===== config.mk =====
export PLATFORM = sky130hd
export DESIGN_NAME = tfs_huffman_stream_decoder
export DESIGN_NICKNAME = d
export VERILOG_FILES = /design/src/rtl/tfs_huffman_stream_decoder.sv
export SDC_FILE = /design/constraint.sdc
export NUM_CORES = 1
export LEC_CHECK = 0
export BUFFER_PORTS_ARGS = -buffer_cell sky130_fd_sc_hd__clkbuf_2
export CELL_PAD_IN_SITES_DETAIL_PLACEMENT = 1
export CELL_PAD_IN_SITES_GLOBAL_PLACEMENT = 1
export CORE_MARGIN = 5
export CORE_UTILIZATION = 43
export CTS_CLUSTER_SIZE = 14
export DETAILED_ROUTE_END_ITERATION = 16
export PLACE_DENSITY_LB_ADDON = 0.1
export SKIP_LAST_GASP = 1
export SLEW_MARGIN = 0
export SYNTH_ARGS = -nofsm -noshare
export SYNTH_HDL_FRONTEND = slang
export SYNTH_SLANG_ARGS = --single-unit

===== constraint.sdc =====
create_clock -name clk -period 6.1 [get_ports clk]
set_input_delay 0.61 -clock clk [delete_from_list [all_inputs] [get_ports clk]]
set_output_delay 0.61 -clock clk [all_outputs]
set_load 0.005 [all_outputs]

===== src/rtl/tfs_huffman_stream_decoder.sv =====
// Streaming Huffman decoder for TFS compressed blocks (0->'0', +1->'10', -1->'11', bit 0 first).
// Optional macro TFS_DEC_STATS_EN adds per-symbol trit counters stat_neg/stat_zero/stat_pos.
module tfs_huffman_stream_decoder #(
    parameter int TRITS    = 32,
    parameter int MAX_BITS = 64,
    parameter int BC_W     = 7,
    parameter int TC_W     = 6
) (
    input  logic                clk,
    input  logic                rst,
    input  logic                in_valid,
    output logic                in_ready,
    input  logic [MAX_BITS-1:0] in_bits,
    input  logic [BC_W-1:0]     in_bit_count,
    input  logic [1:0]          in_guardian,
    output logic                out_valid,
    input  logic                out_ready,
    output logic [1:0]          out_trit,
    output logic                out_last,
    output logic                done,
    output logic [2:0]          err,
`ifdef TFS_DEC_STATS_EN
    output logic [TC_W-1:0]     stat_neg,
    output logic [TC_W-1:0]     stat_zero,
    output logic [TC_W-1:0]     stat_pos,
`endif
    output logic [TC_W-1:0]     trit_count,
    output logic                busy
);

    localparam logic [1:0] ST_IDLE   = 2'd0;
    localparam logic [1:0] ST_DECODE = 2'd1;
    localparam logic [1:0] ST_CHECK  = 2'd2;

    localparam logic [2:0] E_OK    = 3'd0;
    localparam logic [2:0] E_LEN   = 3'd1;
    localparam logic [2:0] E_TRUNC = 3'd2;
    localparam logic [2:0] E_SHORT = 3'd3;
    localparam logic [2:0] E_LONG  = 3'd4;
    localparam logic [2:0] E_GUARD = 3'd5;

    localparam int IW = $clog2(MAX_BITS);

    logic [1:0]          state;
    logic [MAX_BITS-1:0] bits_q;
    logic [BC_W-1:0]     count_q;
    logic [1:0]          guard_q;
    logic [BC_W-1:0]     pos;
    logic [1:0]          acc;

    logic                slot_free;
    logic [BC_W:0]       pos_x;
    logic [BC_W:0]       pos1_x;
    logic [BC_W:0]       count_x;
    logic                bit0;
    logic                bit1;
    logic                at_end;
    logic                pos_past;
    logic                pair_cut;
    logic [1:0]          trit_nxt;
    logic [1:0]          adv;
    logic [2:0]          acc_sum;
    logic [1:0]          acc_nxt;

    assign in_ready = (state == ST_IDLE);
    assign busy     = (state != ST_IDLE);

    always_comb begin
        slot_free = !out_valid || out_ready;
        pos_x     = {1'b0, pos};
        pos1_x    = pos_x + {{BC_W{1'b0}}, 1'b1};
        count_x   = {1'b0, count_q};
        bit0      = bits_q[pos[IW-1:0]];
        bit1      = bits_q[pos1_x[IW-1:0]];
        at_end    = (trit_count == TC_W'(TRITS));
        pos_past  = (pos_x >= count_x);
        pair_cut  = (pos1_x >= count_x);
        trit_nxt  = 2'b00;
        adv       = 2'd1;
        if (bit0) begin
            trit_nxt = bit1 ? 2'b10 : 2'b01;
            adv      = 2'd2;
        end
        // Trit encoding doubles as its residue, so acc is a plain mod-3 sum.
        acc_sum = {1'b0, acc} + {1'b0, trit_nxt};
        acc_nxt = (acc_sum >= 3'd3) ? 2'(acc_sum - 3'd3) : acc_sum[1:0];
    end

    always_ff @(posedge clk) begin
        if (rst) begin
            state      <= ST_IDLE;
            bits_q     <= '0;
            count_q    <= '0;
            guard_q    <= '0;
            pos        <= '0;
            acc        <= '0;
            out_valid  <= 1'b0;
            out_trit   <= 2'b00;
            out_last   <= 1'b0;
            done       <= 1'b0;
            err        <= E_OK;
            trit_count <= '0;
`ifdef TFS_DEC_STATS_EN
            stat_neg   <= '0;
            stat_zero  <= '0;
            stat_pos   <= '0;
`endif
        end else begin
            done <= 1'b0;
            case (state)
                ST_IDLE: begin
                    if (in_valid) begin
                        bits_q     <= in_bits;
                        count_q    <= in_bit_count;
                        guard_q    <= in_guardian;
                        pos        <= '0;
                        acc        <= '0;
                        trit_count <= '0;
                        out_last   <= 1'b0;
`ifdef TFS_DEC_STATS_EN
                        stat_neg   <= '0;
                        stat_zero  <= '0;
                        stat_pos   <= '0;
`endif
                        if (in_bit_count > BC_W'(MAX_BITS)) begin
                            err   <= E_LEN;
                            state <= ST_CHECK;
                        end else begin
                            err   <= E_OK;
                            state <= ST_DECODE;
                        end
                    end
                end
                ST_DECODE: begin
                    if (slot_free) begin
                        if (at_end) begin
                            out_valid <= 1'b0;
                            out_last  <= 1'b0;
                            state     <= ST_CHECK;
                        end else if (pos_past) begin
                            err       <= E_SHORT;
                            out_valid <= 1'b0;
                            out_last  <= 1'b0;
                            state     <= ST_CHECK;
                        end else if (bit0 && pair_cut) begin
                            err       <= E_TRUNC;
                            out_valid <= 1'b0;
                            out_last  <= 1'b0;
                            state     <= ST_CHECK;
                        end else begin
                            out_valid  <= 1'b1;
                            out_trit   <= trit_nxt;
                            out_last   <= (trit_count == TC_W'(TRITS - 1));
                            trit_count <= trit_count + 1'b1;
                            acc        <= acc_nxt;
                            pos        <= pos + {{(BC_W-2){1'b0}}, adv};
`ifdef TFS_DEC_STATS_EN
                            case (trit_nxt)
                                2'b10:   stat_neg  <= stat_neg + 1'b1;
                                2'b01:   stat_pos  <= stat_pos + 1'b1;
                                default: stat_zero <= stat_zero + 1'b1;
                            endcase
`endif
                        end
                    end
                end
                ST_CHECK: begin
                    done  <= 1'b1;
                    state <= ST_IDLE;
                    if (err == E_OK) begin
                        if (pos != count_q)
                            err <= E_LONG;
                        else if (acc != guard_q)
                            err <= E_GUARD;
                    end
                end
                default: state <= ST_IDLE;
            endcase
        end
    end

endmodule


==> impl_metrics.tcl <==
set metrics [dict create \
    maxSlewHeadroom_pct 33.6 \
    power_leakage_nw 2.61 \
    fp.dieH_um 126 \
    postRouteWirelength_mm 16.6 \
    grt_util_all_layers_pct 21.2 \
    fin_util_pct 50.0 \
    synth_flop_cell "dfxtp_1" \
    grt_overflow_total 0 \
    finalHoldViolCount 0 \
    crit_chain "ha_1, mux4_1, mux4_2, mux2i_1, mux2i_1, nor2_1, ha_1, inv_1, fa_1, inv_1, ha_1, nor2b_1, nand3_1, o21ai_0, nand2_1, or4_1, a31oi_1" \
    clockRootBuffer "clkbuf_16" \
    cts_sinks 98 \
    critPathCaptureType "register" \
    slowest_delay_ns 0.91 \
    route.vias.total 5311 \
    yosys-top-cells-count "186 x nand2_1, 98 x dfxtp_1, 85 x a21oi_1" \
    setup_violations 0 \
    ys_seq_area_share_pct 33.9 \
    synth.avg_cell_area_um2 8.35 \
    syn_to_final_growth_pct 14.1 \
    post_drt_wl_per_cell_um 17.8 \
    netlist_area_mm2 0.00578 \
    grt_pass1_wl_mm 27.7 \
    initial_core_util_pct 43.8 \
    grt_pass1_vias 5573 \
    drc_errors 0 \
    grt_max_degree 95 \
    yosysMostFrequentCell "nand2_1" \
    tns_ns 0 \
    post_cts_resized 0 \
    yosys.area.top_type_share_pct 33.9 \
    timing.fmax_mhz 204 \
    cts_tree "yes" \
    rsz0062_at_grt "no" \
    pre_cts_ws_ns 1.19 \
    min_from "count_q[2]" \
    cp_top_family "adder cells" \
    finalInstanceArea_mm2 0.00659 \
    startpoint "pos[0]" \
    viasPerCell 5.70 \
    numPortBuffers 92 \
    numCtsBuffers 9 \
    maxSlewViolCount 0 \
    synthDistinctLibCells 58 \
    synth_area_leaders "dfxtp_1 34%, nand2_1 12%, mux4_2 8.2%, a21oi_1 7.4%, ha_1 5.4%" \
    syn_nets 796 \
    hpwl_mm 11.8 \
    ant_nets 0 \
    post-route-min-period_ns 4.91 \
    routabilityCongestion 0.797 \
    dieArea_mm2 0.0159 \
    synthArstFlopShare_pct 0 \
    fillCellCount 1626 \
    ir_drop_mv 0.135 \
    drive_gt1_share_pct 19.4 \
    yosysWarnings 0 \
    path_common_cell "ha_1" \
    p_per_area_mw_per_mm2 268 \
    io_pins 93 \
    max_cap_violations 0 \
    drt_iter0_drc 299 \
    postCtsSetupBuffers 0 \
    drtPass1Iterations 4 \
    critPathMaxFanout 17 \
    cp.arrival_ns 5.19 \
    fin_hold_ws_ns 0.464 \
    clock_path_buffers 2 \
    core-area_mm2 0.0132 \
    antenna_found_initial 0 \
    rows 42 \
    fin_worst_skew_ns 0.00770 \
    synth_edf_count 0 \
    crit_slowest_cell "ha_1" \
    cts_max_level 3 \
    period_share_pct 80.5 \
    setup_ws_ns 1.19 \
    path_clk_slew_ns 0.07 \
    clkLatencyLatePin_ns 0.35 \
    critPathLaunchType "register" \
    hp-class "register to register" \
    die_x_um 126 \
    required_ns 6.38 \
    worstReg2RegStart "pos[0]" \
    nNetsFinal 856 \
    crit_buf_inv 2 \
    ys_seq_elements 98 \
    yosysTopAreaCell "dfxtp_1" \
    synth_cells 692 \
    status "complete, no violations" \
    path_class "register to register" \
    placed_cell_area_mm2 0.00629 \
    ctsHoldBuffers 0 \
    worst_pin_slew_ns 0.996 \
    diodes 0 \
]
==> through the flow <==
step	cells	total power, W
after floorplan	692	0.00105
after global placement	917	0.00118
after detailed placement	917	0.00120
after CTS	932	0.00179
after global routing	932	0.00187
final	932	0.00177
==> path summary, 6_finish.rpt <==
path / to / slack [ns] / cells after the start
setup / recovery: acc[0] / 1.19 / 17
setup reg to reg: acc[0] / 1.19 / 17
hold reg to reg: count_q[2] / 0.46 / 2
hold / removal: count_q[2] / 0.46 / 2
==> flip-flops by register name, indices dropped and copies added, names as in the netlist <==
signal / cells
acc: 2
bits_q: 64
count_q: 7
done: 1
err: 3
guard_q: 2
out_last: 1
out_trit: 2
out_valid: 1
pos: 7
state: 2
trit_count: 6
==> where the power goes <==
| group | internal [W] | total (W) | switching (W) |
|---|---|---|---|
| Sequential | 0.000699 | 0.000750 | 0.0000505 |
| Clock | 0.000338 | 0.000588 | 0.000250 |
| Combinational | 0.000160 | 0.000429 | 0.000269 |
| Total | 0.00120 | 0.00177 | 0.000569 |
==> metal layers <==
metal	track usage, %	routed length [µm]	vias to the layer above
met5	0	0	-
met4	7.38	289	0
met3	3.60	801	20
met2	36.0	8180	118
met1	27.3	7300	2584
li1	-	-	2589
==> placed cells by master (no fill, tap or decap), types with 3 or more instances in the layout <==
cell         n
inv_1       24
o21a_1       5
mux4_2      21
nor3_1      10
clkbuf_2    92
a21oi_1     85
and3_1      11
nor2_1      13
ha_1        25
a31o_2       7
nor2b_1      9
o31a_1       4
a211oi_1     3
o211ai_1     6
or3_1        4
mux4_1       7
clkbuf_16    9
or4_1        3
dfxtp_1     98
a31oi_1     11
nand2_1    185
buf_4        8
o21ai_0      4
nand3_1     18
o21ai_1      5
xnor2_1      5
mux2i_1     25
nand4_1     17
==> cells by family after synthesis <==
family          share of synthesized area [%]
simple gates                             21.8
fa+ha+maj                                6.10
flops                                    33.9
mux                                      16.1
compound gates                           15.4
buf+inv                                  5.63
xor+xnor                                 1.06
==> worst reg2reg max path, cell delays in order (launching register included) <==
cell and delay (ns):
dfxtp_1 0.32, ha_1 0.91, mux4_1 0.68, mux4_2 0.49, mux2i_1 0.16, mux2i_1 0.16
nor2_1 0.14, ha_1 0.16, inv_1 0.05, fa_1 0.53, inv_1 0.06, ha_1 0.18
nor2b_1 0.22, nand3_1 0.10, o21ai_0 0.09, nand2_1 0.07, or4_1 0.39, a31oi_1 0.13
==> cell type report <==
type                            instances  area (µm²)  area share (%)
Clock buffer                           11         253            3.83
Clock inverter                          4        51.3           0.778
Inverter                               24        90.1            1.37
Multi-Input combinational cell        519        3500            53.0
Sequential cell                        98        1960            29.8
Tap cell                              176         220            3.34
Timing Repair Buffer                  100         520            7.89
(Power assumes the default switching activity.)
